File: src/rtl/lenet_pkg.sv
// rtl/lenet_pkg.sv - shared pooling constants and sequencer state encoding
package lenet_pkg;

  localparam int POOL_WD    = 8;
  localparam int POOL_LANES = 8;
  localparam logic [POOL_WD-1:0] POOL_NEG_MIN = {1'b1, {(POOL_WD-1){1'b0}}};

  typedef enum logic [1:0] {
    ST_IDLE  = 2'd0,
    ST_RUN   = 2'd1,
    ST_DRAIN = 2'd2,
    ST_DONE  = 2'd3
  } pool_state_e;

endpackage

File: src/rtl/pool_out_reg.sv
// rtl/pool_out_reg.sv - pooled-word capture/hold register with valid/ready handshake
// Build option: RELU_EN clamps negative 2*WD lanes to zero at capture.
module pool_out_reg #(
  parameter int WD    = 8,
  parameter int LANES = 8
) (
  input  logic                  clk,
  input  logic                  rst,
  input  logic                  capture,
  input  logic [2*LANES*WD-1:0] cap_data,
  input  logic                  out_ready,
  output logic                  out_valid,
  output logic [2*LANES*WD-1:0] out_data
);

  localparam int LW = 2 * WD;

  logic                  valid_q, valid_d;
  logic [2*LANES*WD-1:0] data_q, data_d;
  logic [2*LANES*WD-1:0] cap_word;

  always_comb begin
    cap_word = cap_data;
`ifdef RELU_EN
    for (int i = 0; i < LANES; i++) begin
      if (cap_data[i*LW + LW-1]) cap_word[i*LW +: LW] = '0;
    end
`endif
    valid_d = valid_q;
    data_d  = data_q;
    if (valid_q && out_ready) valid_d = 1'b0;
    // A capture in the same cycle as an acceptance keeps the register full.
    if (capture) begin
      valid_d = 1'b1;
      data_d  = cap_word;
    end
  end

  always_ff @(posedge clk) begin
    if (!rst) begin
      valid_q <= 1'b0;
      data_q  <= '0;
    end else begin
      valid_q <= valid_d;
      data_q  <= data_d;
    end
  end

  assign out_valid = valid_q;
  assign out_data  = data_q;

endmodule

File: src/rtl/pool_window_ctrl.sv
// rtl/pool_window_ctrl.sv - max-pool window sequencer and ofmap write-back stage
// Build option: RELU_EN fuses ReLU into the captured pooled word.
module pool_window_ctrl
  import lenet_pkg::*;
#(
  parameter int WD    = POOL_WD,
  parameter int LANES = POOL_LANES,
  parameter int WIN   = 4,
  parameter int N_OUT = 196,
  parameter int AW    = 10
) (
  input  logic                  clk,
  input  logic                  rst,
  input  logic                  start,
  input  logic [AW-1:0]         base_addr,
  input  logic                  in_valid,
  output logic                  in_ready,
  input  logic [LANES*WD-1:0]   in_data,
  output logic [LANES*WD-1:0]   cmp_data,
  output logic                  poolwrite,
  input  logic [2*LANES*WD-1:0] cmp_result,
  output logic                  out_valid,
  input  logic                  out_ready,
  output logic [2*LANES*WD-1:0] out_data,
  output logic [AW-1:0]         out_addr,
  output logic                  busy,
  output logic                  done
);

  localparam int WCW = (WIN > 1) ? $clog2(WIN) : 1;
  localparam int OCW = $clog2(N_OUT + 1);
  localparam logic [WD-1:0] NEG_MIN = {1'b1, {(WD-1){1'b0}}};

  pool_state_e    state_q, state_d;
  logic [WCW-1:0] win_cnt_q, win_cnt_d;
  logic [OCW-1:0] cap_cnt_q, cap_cnt_d;
  logic [OCW-1:0] out_cnt_q, out_cnt_d;
  logic [AW-1:0]  addr_q, addr_d;
  logic           fire, win_last, capture, accept;

  assign in_ready = (state_q == ST_RUN) && (!out_valid || out_ready);
  assign fire     = in_valid && in_ready;
  assign win_last = (win_cnt_q == WCW'(WIN - 1));
  assign capture  = fire && win_last;
  assign accept   = out_valid && out_ready;

  // Non-firing cycles feed the most negative value so they never win the max.
  assign cmp_data  = fire ? in_data : {LANES{NEG_MIN}};
  assign poolwrite = !rst || (state_q != ST_RUN) || capture;

  assign busy     = (state_q != ST_IDLE);
  assign done     = (state_q == ST_DONE);
  assign out_addr = addr_q;

  always_comb begin
    state_d   = state_q;
    win_cnt_d = win_cnt_q;
    cap_cnt_d = cap_cnt_q;
    out_cnt_d = out_cnt_q;
    addr_d    = addr_q;
    case (state_q)
      ST_IDLE: begin
        if (start) begin
          state_d   = ST_RUN;
          addr_d    = base_addr;
          win_cnt_d = '0;
          cap_cnt_d = '0;
          out_cnt_d = '0;
        end
      end
      ST_RUN:   if (capture && (cap_cnt_q == OCW'(N_OUT - 1))) state_d = ST_DRAIN;
      ST_DRAIN: if (accept && (out_cnt_q == OCW'(N_OUT - 1))) state_d = ST_DONE;
      default:  state_d = ST_IDLE;
    endcase
    if (fire)    win_cnt_d = win_last ? '0 : win_cnt_q + 1'b1;
    if (capture) cap_cnt_d = cap_cnt_q + 1'b1;
    if (accept) begin
      out_cnt_d = out_cnt_q + 1'b1;
      addr_d    = addr_q + 1'b1;
    end
  end

  always_ff @(posedge clk) begin
    if (!rst) begin
      state_q   <= ST_IDLE;
      win_cnt_q <= '0;
      cap_cnt_q <= '0;
      out_cnt_q <= '0;
      addr_q    <= '0;
    end else begin
      state_q   <= state_d;
      win_cnt_q <= win_cnt_d;
      cap_cnt_q <= cap_cnt_d;
      out_cnt_q <= out_cnt_d;
      addr_q    <= addr_d;
    end
  end

  pool_out_reg #(
    .WD    (WD),
    .LANES (LANES)
  ) u_out_reg (
    .clk       (clk),
    .rst       (rst),
    .capture   (capture),
    .cap_data  (cmp_result),
    .out_ready (out_ready),
    .out_valid (out_valid),
    .out_data  (out_data)
  );

endmodule

File: config.mk
export PLATFORM = sky130hd
export DESIGN_NAME = pool_window_ctrl
export DESIGN_NICKNAME = d
export VERILOG_FILES = /design/src/rtl/lenet_pkg.sv /design/src/rtl/pool_out_reg.sv /design/src/rtl/pool_window_ctrl.sv
export SDC_FILE = /design/constraint.sdc
export NUM_CORES = 1
export LEC_CHECK = 0
export BUFFER_PORTS_ARGS = -buffer_cell sky130_fd_sc_hd__clkbuf_2
export CORE_AREA = 4 4 160 162
export CTS_BUF_LIST = sky130_fd_sc_hd__clkbuf_16
export DETAILED_ROUTE_END_ITERATION = 12
export DIE_AREA = 0 0 164 166
export HOLD_SLACK_MARGIN = 0.1
export PLACE_DENSITY = 0.62
export SYNTH_ARGS = -nofsm -noshare
export SYNTH_HDL_FRONTEND = slang
export SYNTH_SLANG_ARGS = --single-unit
File: constraint.sdc
create_clock -name clk -period 2.5 [get_ports clk]
set_clock_uncertainty 0.15 [all_clocks]
set_input_delay 0.25 -clock clk [delete_from_list [all_inputs] [get_ports clk]]
set_output_delay 0.25 -clock clk [all_outputs]
set_load 0.005 [all_outputs]
==> results of run 1 <==
==> worst min-delay path: cells and delay by family <==
kind,cells,cell delay (ns)
muxes,1,0.08
buffers and inverters,1,0.16
AOI/OAI and AO/OA,1,0.20
==> metrics by stage <==
| step | cell area [um2] | hold slack (ns) | setup WS [ns] |
|---|---|---|---|
| 2_1_floorplan | 6420 | 0.236 | 0.721 |
| 3_3_place_gp | 8790 | 0.291 | 0.521 |
| 3_5_place_dp | 8790 | 0.295 | 0.468 |
| 4_1_cts | 10800 | 0.139 | -0.00762 |
| 5_1_grt | 10900 | 0.159 | 0.0117 |
| 6_report | 10900 | 0.180 | 0.124 |
==> cell type report <==
type	instances	area (um2)
fill	2406	13200
clock inverter	15	171
multi-input combinational	612	2960
inverter	5	21.3
tap	324	405
clock buffer	17	425
antenna	3	7.51
timing repair buffer	566	3690
sequential	159	3180
==> power breakdown <==
part	switching [mW]	total, mW	internal (mW)	leakage, nW
combinational	0.550	1.14	0.591	3.45
clock	1.15	2.66	1.51	0.293
sequential	0.0615	2.64	2.58	1.28
total	1.76	6.44	4.68	5.02
==> layer usage <==
layer	vias to the layer above	track usage
met4	0	0.0890
met2	351	0.350
li1	3854	-
met5	-	0
met3	52	0.0370
met1	3574	0.197
==> repair_timing <==
action                     in CTS  in global routing
gates cloned                    0                  2
setup endpoints to repair       3                 63
hold buffers                  140                  0
hold endpoints to repair      140                  0
resized for setup               0                  6
==> how the worst min path moves through the flow <==
stage | from | endpoint | slack (ns) | depth (start not counted)
after floorplan | cmp_result[0] | u_out_reg.out_data[0] | 0.24 | 2
after global placement | u_out_reg.out_data[62] | u_out_reg.out_data[62] | 0.29 | 2
after detailed placement | u_out_reg.out_data[59] | u_out_reg.out_data[59] | 0.30 | 2
after CTS | start | state_q[1] | 0.14 | 3
after global routing | start | state_q[1] | 0.16 | 3
final | start | state_q[1] | 0.18 | 3
==> logic make-up (layout without fill, tap and decap cells) <==
| kind of cell | count (synthesis) | after routing | synth area share |
|---|---|---|---|
| AND/OR/NAND/NOR | 414 | 414 | 0.281 |
| AO/OA/AOI/OAI | 186 | 186 | 0.155 |
| flip-flops | 159 | 159 | 0.496 |
| buffers and inverters | 68 | 603 | 0.0456 |
| adder cells (fa/ha/maj) | 8 | 8 | 0.0156 |
| multiplexers | 3 | 3 | 0.00488 |
| XOR/XNOR | 1 | 1 | 0.00137 |
| other | 0 | 3 | 0 |
==> registers in the layout, summed over array words and instances (netlist names) <==
register and flops:
state_q 2, win_cnt_q 2, cap_cnt_q 8, out_addr 10
u_out_reg.out_data 128, u_out_reg.out_valid 1, out_cnt_q 8
==> cells in the final DEF, fill, tap and decap left out, types with 4 or more instances in the layout <==
master	Yosys	layout
a21oi_1	152	152
a31oi_1	5	5
and3_1	63	62
buf_12	0	5
buf_4	0	4
clkbuf_16	0	19
clkbuf_2	0	413
dfxtp_1	159	159
dlygate4sd3_1	0	140
ha_1	8	8
inv_1	5	4
inv_6	0	6
nand2_1	278	278
nand2b_1	9	9
nand3_1	14	13
nand4_1	4	4
nor2_1	27	27
nor3_1	6	6
o21ai_0	13	13
==> metrics.md, run 1 <==
| Metric | Value |
|---|---|
| CTS root buf | clkbuf_16 |
| Yosys top cell by area | dfxtp_1 |
| Starting Density | 0.266 |
| Worst Path Max Fanout | 18 |
| Fin. max-slew vios | 0 |
| Warnings from Yosys | 0 |
| MaxCap Viol Count | 0 |
| Slew at the pin with the worst max-slew slack | 0.694 ns |
| Worst r2r path cells | 7 |
| Reg2Reg Setup Slack | 0.42 ns |
| Clock period minus worst slack | around 2.4 ns |
| Max_slew headroom | 0.537 |
| First-pass GRT wire length | a little over 40000 um |
| PD cells | 593 nW/um2 |
| Highest metal used | met4 |
| Final setup viols | 0 |
| Area Overhead vs Synth | 69.3% |
| Worst Setup SP | state_q[1] |
| Buffers added on ports | just over 400 |
| Post-Syn Area | 6420 um2 |
| Crit path launch type | register |
| Total track usage | 0.187 |
| Die Ht | around 170 um |
| Net Count, Synth | 1054 |
| Crit. End Element | output pin |
| Met3 Wirelength | between 1500 and 2000 um |
| Status | finished clean |
| Critical Path, Cell by Cell | inv_1, ha_1, and2_2, nand3_4, buf_16, nand3_1, clkbuf_2 |
| P_leak | 5.02 nW |
| Post-synth top area share | 0.496 |
| Util after Layout | 0.451 |
| Reg2reg end | u_out_reg.out_data[13] |
| Top_reg_cell synth | dfxtp_1 |
| Share of post-route cells with drive strength above 1 | 0.338 |
| Synth area leaders | dfxtp_1, nand2_1, a21oi_1 |
| Fin crit share | 0.950 |
| Die area | 27200 um2 |
| Final Non-Filler Cells | 1701 |
| CP bufs+invs | 3 |
| GRT overflow | 0 |
| Critical Path Slowest Stage Cell | dfxtp_1 |
| Clock transition at path regs | 0.07 ns |
| Mapped Cells | 839 |
| Final setup TNS | 0 ns |
| Sequential fraction of the synthesis area | 0.496 |
| Detailed Place HPWL | about 20000 um |
| RSZ-0062 raised after global routing | false |
| # IOs | 414 |
| Drc violations | 0 |
| Vias in the first global route | 7471 |
| Clock latency on the worst-skew pair | just over 0.4 ns |
| Vias | 7831 |
| CTS tree | done |
| Cell variety after synth | 33 |
| VDD IR max | 0.000311 V |
| Top cells by count, synth | nand2_1, dfxtp_1, a21oi_1 |
| H-tree lvl count | 4 |
| Final wirelength | about 28000 um |
| HP Class | primary input to register |
| Clock sinks | about 160 |
| Number of vias per cell | 4.60 |
| Cells after DPL | 1524 |
| Crit path DAT | 1.98 ns |
| Most numerous cell in the Yosys netlist | nand2_1 |
| Fmax | 421 MHz |
| Worst r2r src | state_q[1] |
| Core Area | 24100 um2 |
| Metal-1 WL | 10500 um |
| Worst path max stage delay | between 0.3 and 0.4 ns |
| Crit path capture | poolwrite |
| Die X | around 160 um |
| Longest Clk Path Bufs | 2 |
| Cell count along the critical path | 7 |
| FP Rows | 57 |
| Final hold viol count | 0 |
| DRT Pass-1 Iters | 5 |
| DR WL/cell | 16.4 um |
| Ys async rst share | 0 |
| Nets | 1576 |
| EDFF count, synth | 0 |
| CP delay by family, top | simple AND/OR/NAND/NOR gates |
| Post-CTS setup repair buffer count | 0 |
| Worst path required time | 2.10 ns |
| Initial antenna violation count | 6 |
| Seq cells post-synth | 159 |
| Critical setup path kind | register to output pin |
| Gpl congestion | 0.827 |
| Met2 routed WL | 14500 um |
| Mean post-synth cell area | around 7.6 um2 |
| ANT nets after route | 0 |
| Cts bufs inserted | 17 |
| Pin count of the biggest net entering global routing | 71 |
| DRT iter0 DRCs | 598 |
| PnR Total Power | 6.44 mW |
(Power assumes the default switching activity.)
==> run 2: changes to the inputs <==
==> constraint.sdc (replaced) <==
create_clock -name clk -period 2.8 [get_ports clk]
set_clock_uncertainty 0.15 [all_clocks]
set_input_delay 0.28 -clock clk [delete_from_list [all_inputs] [get_ports clk]]
set_output_delay 0.28 -clock clk [all_outputs]
set_load 0.005 [all_outputs]
==> run 2 against run 1 <==
Net effect: final cell count increased by 0.29%; final area down 0.46%; register-to-register slack improved by 0.20 ns; critical path type unchanged; highest routed layer unchanged; wire length shrank 0.94%.
==> metrics.md, run 2 (synthesis gave the netlist of run 1 again) <==
| Metric | Value |
|---|---|
| Crit. End Element | output pin |
| HP Class | primary input to register |
| Final setup viols | 0 |
| Vias in the first global route | 7721 |
| DR WL/cell | 16.2 um |
| DRT iter0 DRCs | 541 |
| Final hold viol count | 0 |
| Critical Path Slowest Stage Cell | buf_4 |
| Final setup TNS | 0 ns |
| Pin count of the biggest net entering global routing | 94 |
| Most frequent cells in the layout | clkbuf_2, nand2_1, dfxtp_1 |
| Multi-input logic area | about 3000 um2 |
| Design area | 10800 um2 |
| Slew at the pin with the worst max-slew slack | 0.688 ns |
| Buffers added on ports | slightly above 400 |
| Area Overhead vs Synth | 68.6% |
| Combinational Power Share | 0.178 |
| H-tree lvl count | 4 |
| Crit path launch type | register |
| ANT nets after route | 0 |
| Storage cell area | about 3200 um2 |
| CTS tree | done |
| Clock latency on the worst-skew pair | 0.42 ns |
| Detailed Place HPWL | 19900 um |
| CTS resizes | 0 |
| Die area | roughly 27000 um2 |
| Fin. max-slew vios | 0 |
| Initial antenna violation count | 5 |
| Clock period minus worst slack | 2.58 ns |
| Total track usage | 0.193 |
| Most common cell after layout, fill and taps aside | clkbuf_2 |
| Vias | 7811 |
| Worst Path Max Fanout | 57 |
| GRT overflow | 0 |
| P_leak | ~5.0 nW |
| FP Rows | 57 |
| Crit path DAT | 2.15 ns |
| VDD IR max | 0.000345 V |
| DRT Pass-1 Iters | 4 |
| Die X | roughly 160 um |
| Nets | 1580 |
| Clk pwr share | 0.408 |
| Share of post-route cells with drive strength above 1 | 0.340 |
| Max FFs per register | about 130 |
| Fmax | just under 400 MHz |
| Cts bufs inserted | 17 |
| CTS root buf | clkbuf_16 |
| RSZ-0062 raised after global routing | false |
| Status | finished clean |
| Placement Cell Area | 8820 um2 |
| Fillers | 2423 |
| Core Area | 24100 um2 |
| Sw frac | 0.284 |
| Critical Path, Cell by Cell | inv_1, ha_1, and2_1, buf_4, and3_1, clkbuf_2 |
| MaxCap Viol Count | 0 |
| Clock transition at path regs | 0.08 ns |
| Proportion of power drawn by flip-flops and latches | 0.414 |
| Fin crit share | 0.923 |
| # IOs | 414 |
| Starting Density | 0.266 |
| Max_slew headroom | 0.541 |
| PD cells | ~530 nW/um2 |
| Gpl congestion | 0.834 |
| Worst path required time | 2.37 ns |
| Drc violations | 0 |
| Number of vias per cell | 4.58 |
| First-pass GRT wire length | ~42000 um |
| CP delay by family, top | buffers and inverters |
| Die Ht | roughly 170 um |
| Critical setup path kind | register to output pin |
| Worst path max stage delay | between 0.4 and 0.5 ns |
| Longest Clk Path Bufs | 2 |
| CP bufs+invs | 3 |
| Int Pwr | 4.07 mW |
| Clock sinks | 159 |
| Final wirelength | roughly 28000 um |
| Switching power | 1.62 mW |
-- run 2: changes by cell type in the layout (fill, tap and decap cells not counted), sizes merged --
cell / delta
diode: +1
bufinv: -1
clkinvlp: +2
buf: +6
clkinv: +1
clkbuf: -2
inv: -2
-- run 2: metrics by stage --
step	setup slack (ns)	std cells	hold slack [ns]	total power, mW	util
2_1_floorplan	0.991	839	0.266	2.81	-
3_3_place_gp	0.697	1530	0.292	3.23	0.366
3_5_place_dp	0.673	1530	0.296	3.25	0.366
4_1_cts	0.193	1702	0.190	5.75	0.448
5_1_grt	0.000177	1706	0.228	5.96	0.449
6_report	0.216	1706	0.224	5.69	0.449
-- run 2: layout make-up --
type                            instances  share of cell area
Antenna cell                            4            0.000925
Multi-Input combinational cell        612               0.273
Tap cell                              324              0.0375
Inverter                                5             0.00197
Clock inverter                         15              0.0142
Timing Repair Buffer                  570               0.338
Clock buffer                           17              0.0393
Sequential cell                       159               0.294
-- run 2: worst reg2reg max path, delay by kind of cell, from the launching register on --
family                     cells  cell delay [ns]
and+or+nand+nor                3             0.91
buffers and inverters          2             0.36
adders and majority gates      1             0.20
DFF                            1             0.34
AOI/OAI and AO/OA              1             0.14
-- run 2: final timing paths --
kind,startpoint,end,slack [ns],cells past startpoint
min reg2reg,u_out_reg.out_data[28],u_out_reg.out_data[28],0.30,2
max,state_q[1],cmp_data[59],0.22,6
max reg2reg,state_q[1],u_out_reg.out_data[104],0.62,7
min,start,state_q[1],0.22,3
-- run 2: per-layer routing --
metal  GRT usage  vias up  share of wire  wire (um)
met5           0        -              0          0
met4      0.0981        0          0.040       1090
met3      0.0437       48          0.068       1890
met2       0.349      338           0.51      14200
met1       0.209     3565           0.38      10400
li1            -     3860              -          -
-- run 2: timing repair --
item | 4_1_cts | 5_1_grt
hold buffers | 140 | 0
hold endpoints to repair | 140 | 0
buffers inserted | 0 | 0
-- run 2: power groups by stage --
stage	registers (mW)	clock network, mW	logic (mW)
after floorplan	2.40	0	0.406
after global placement	2.41	0	0.825
after detailed placement	2.41	0	0.839
after CTS	2.36	2.39	1.01
after global routing	2.37	2.48	1.12
final	2.36	2.32	1.01
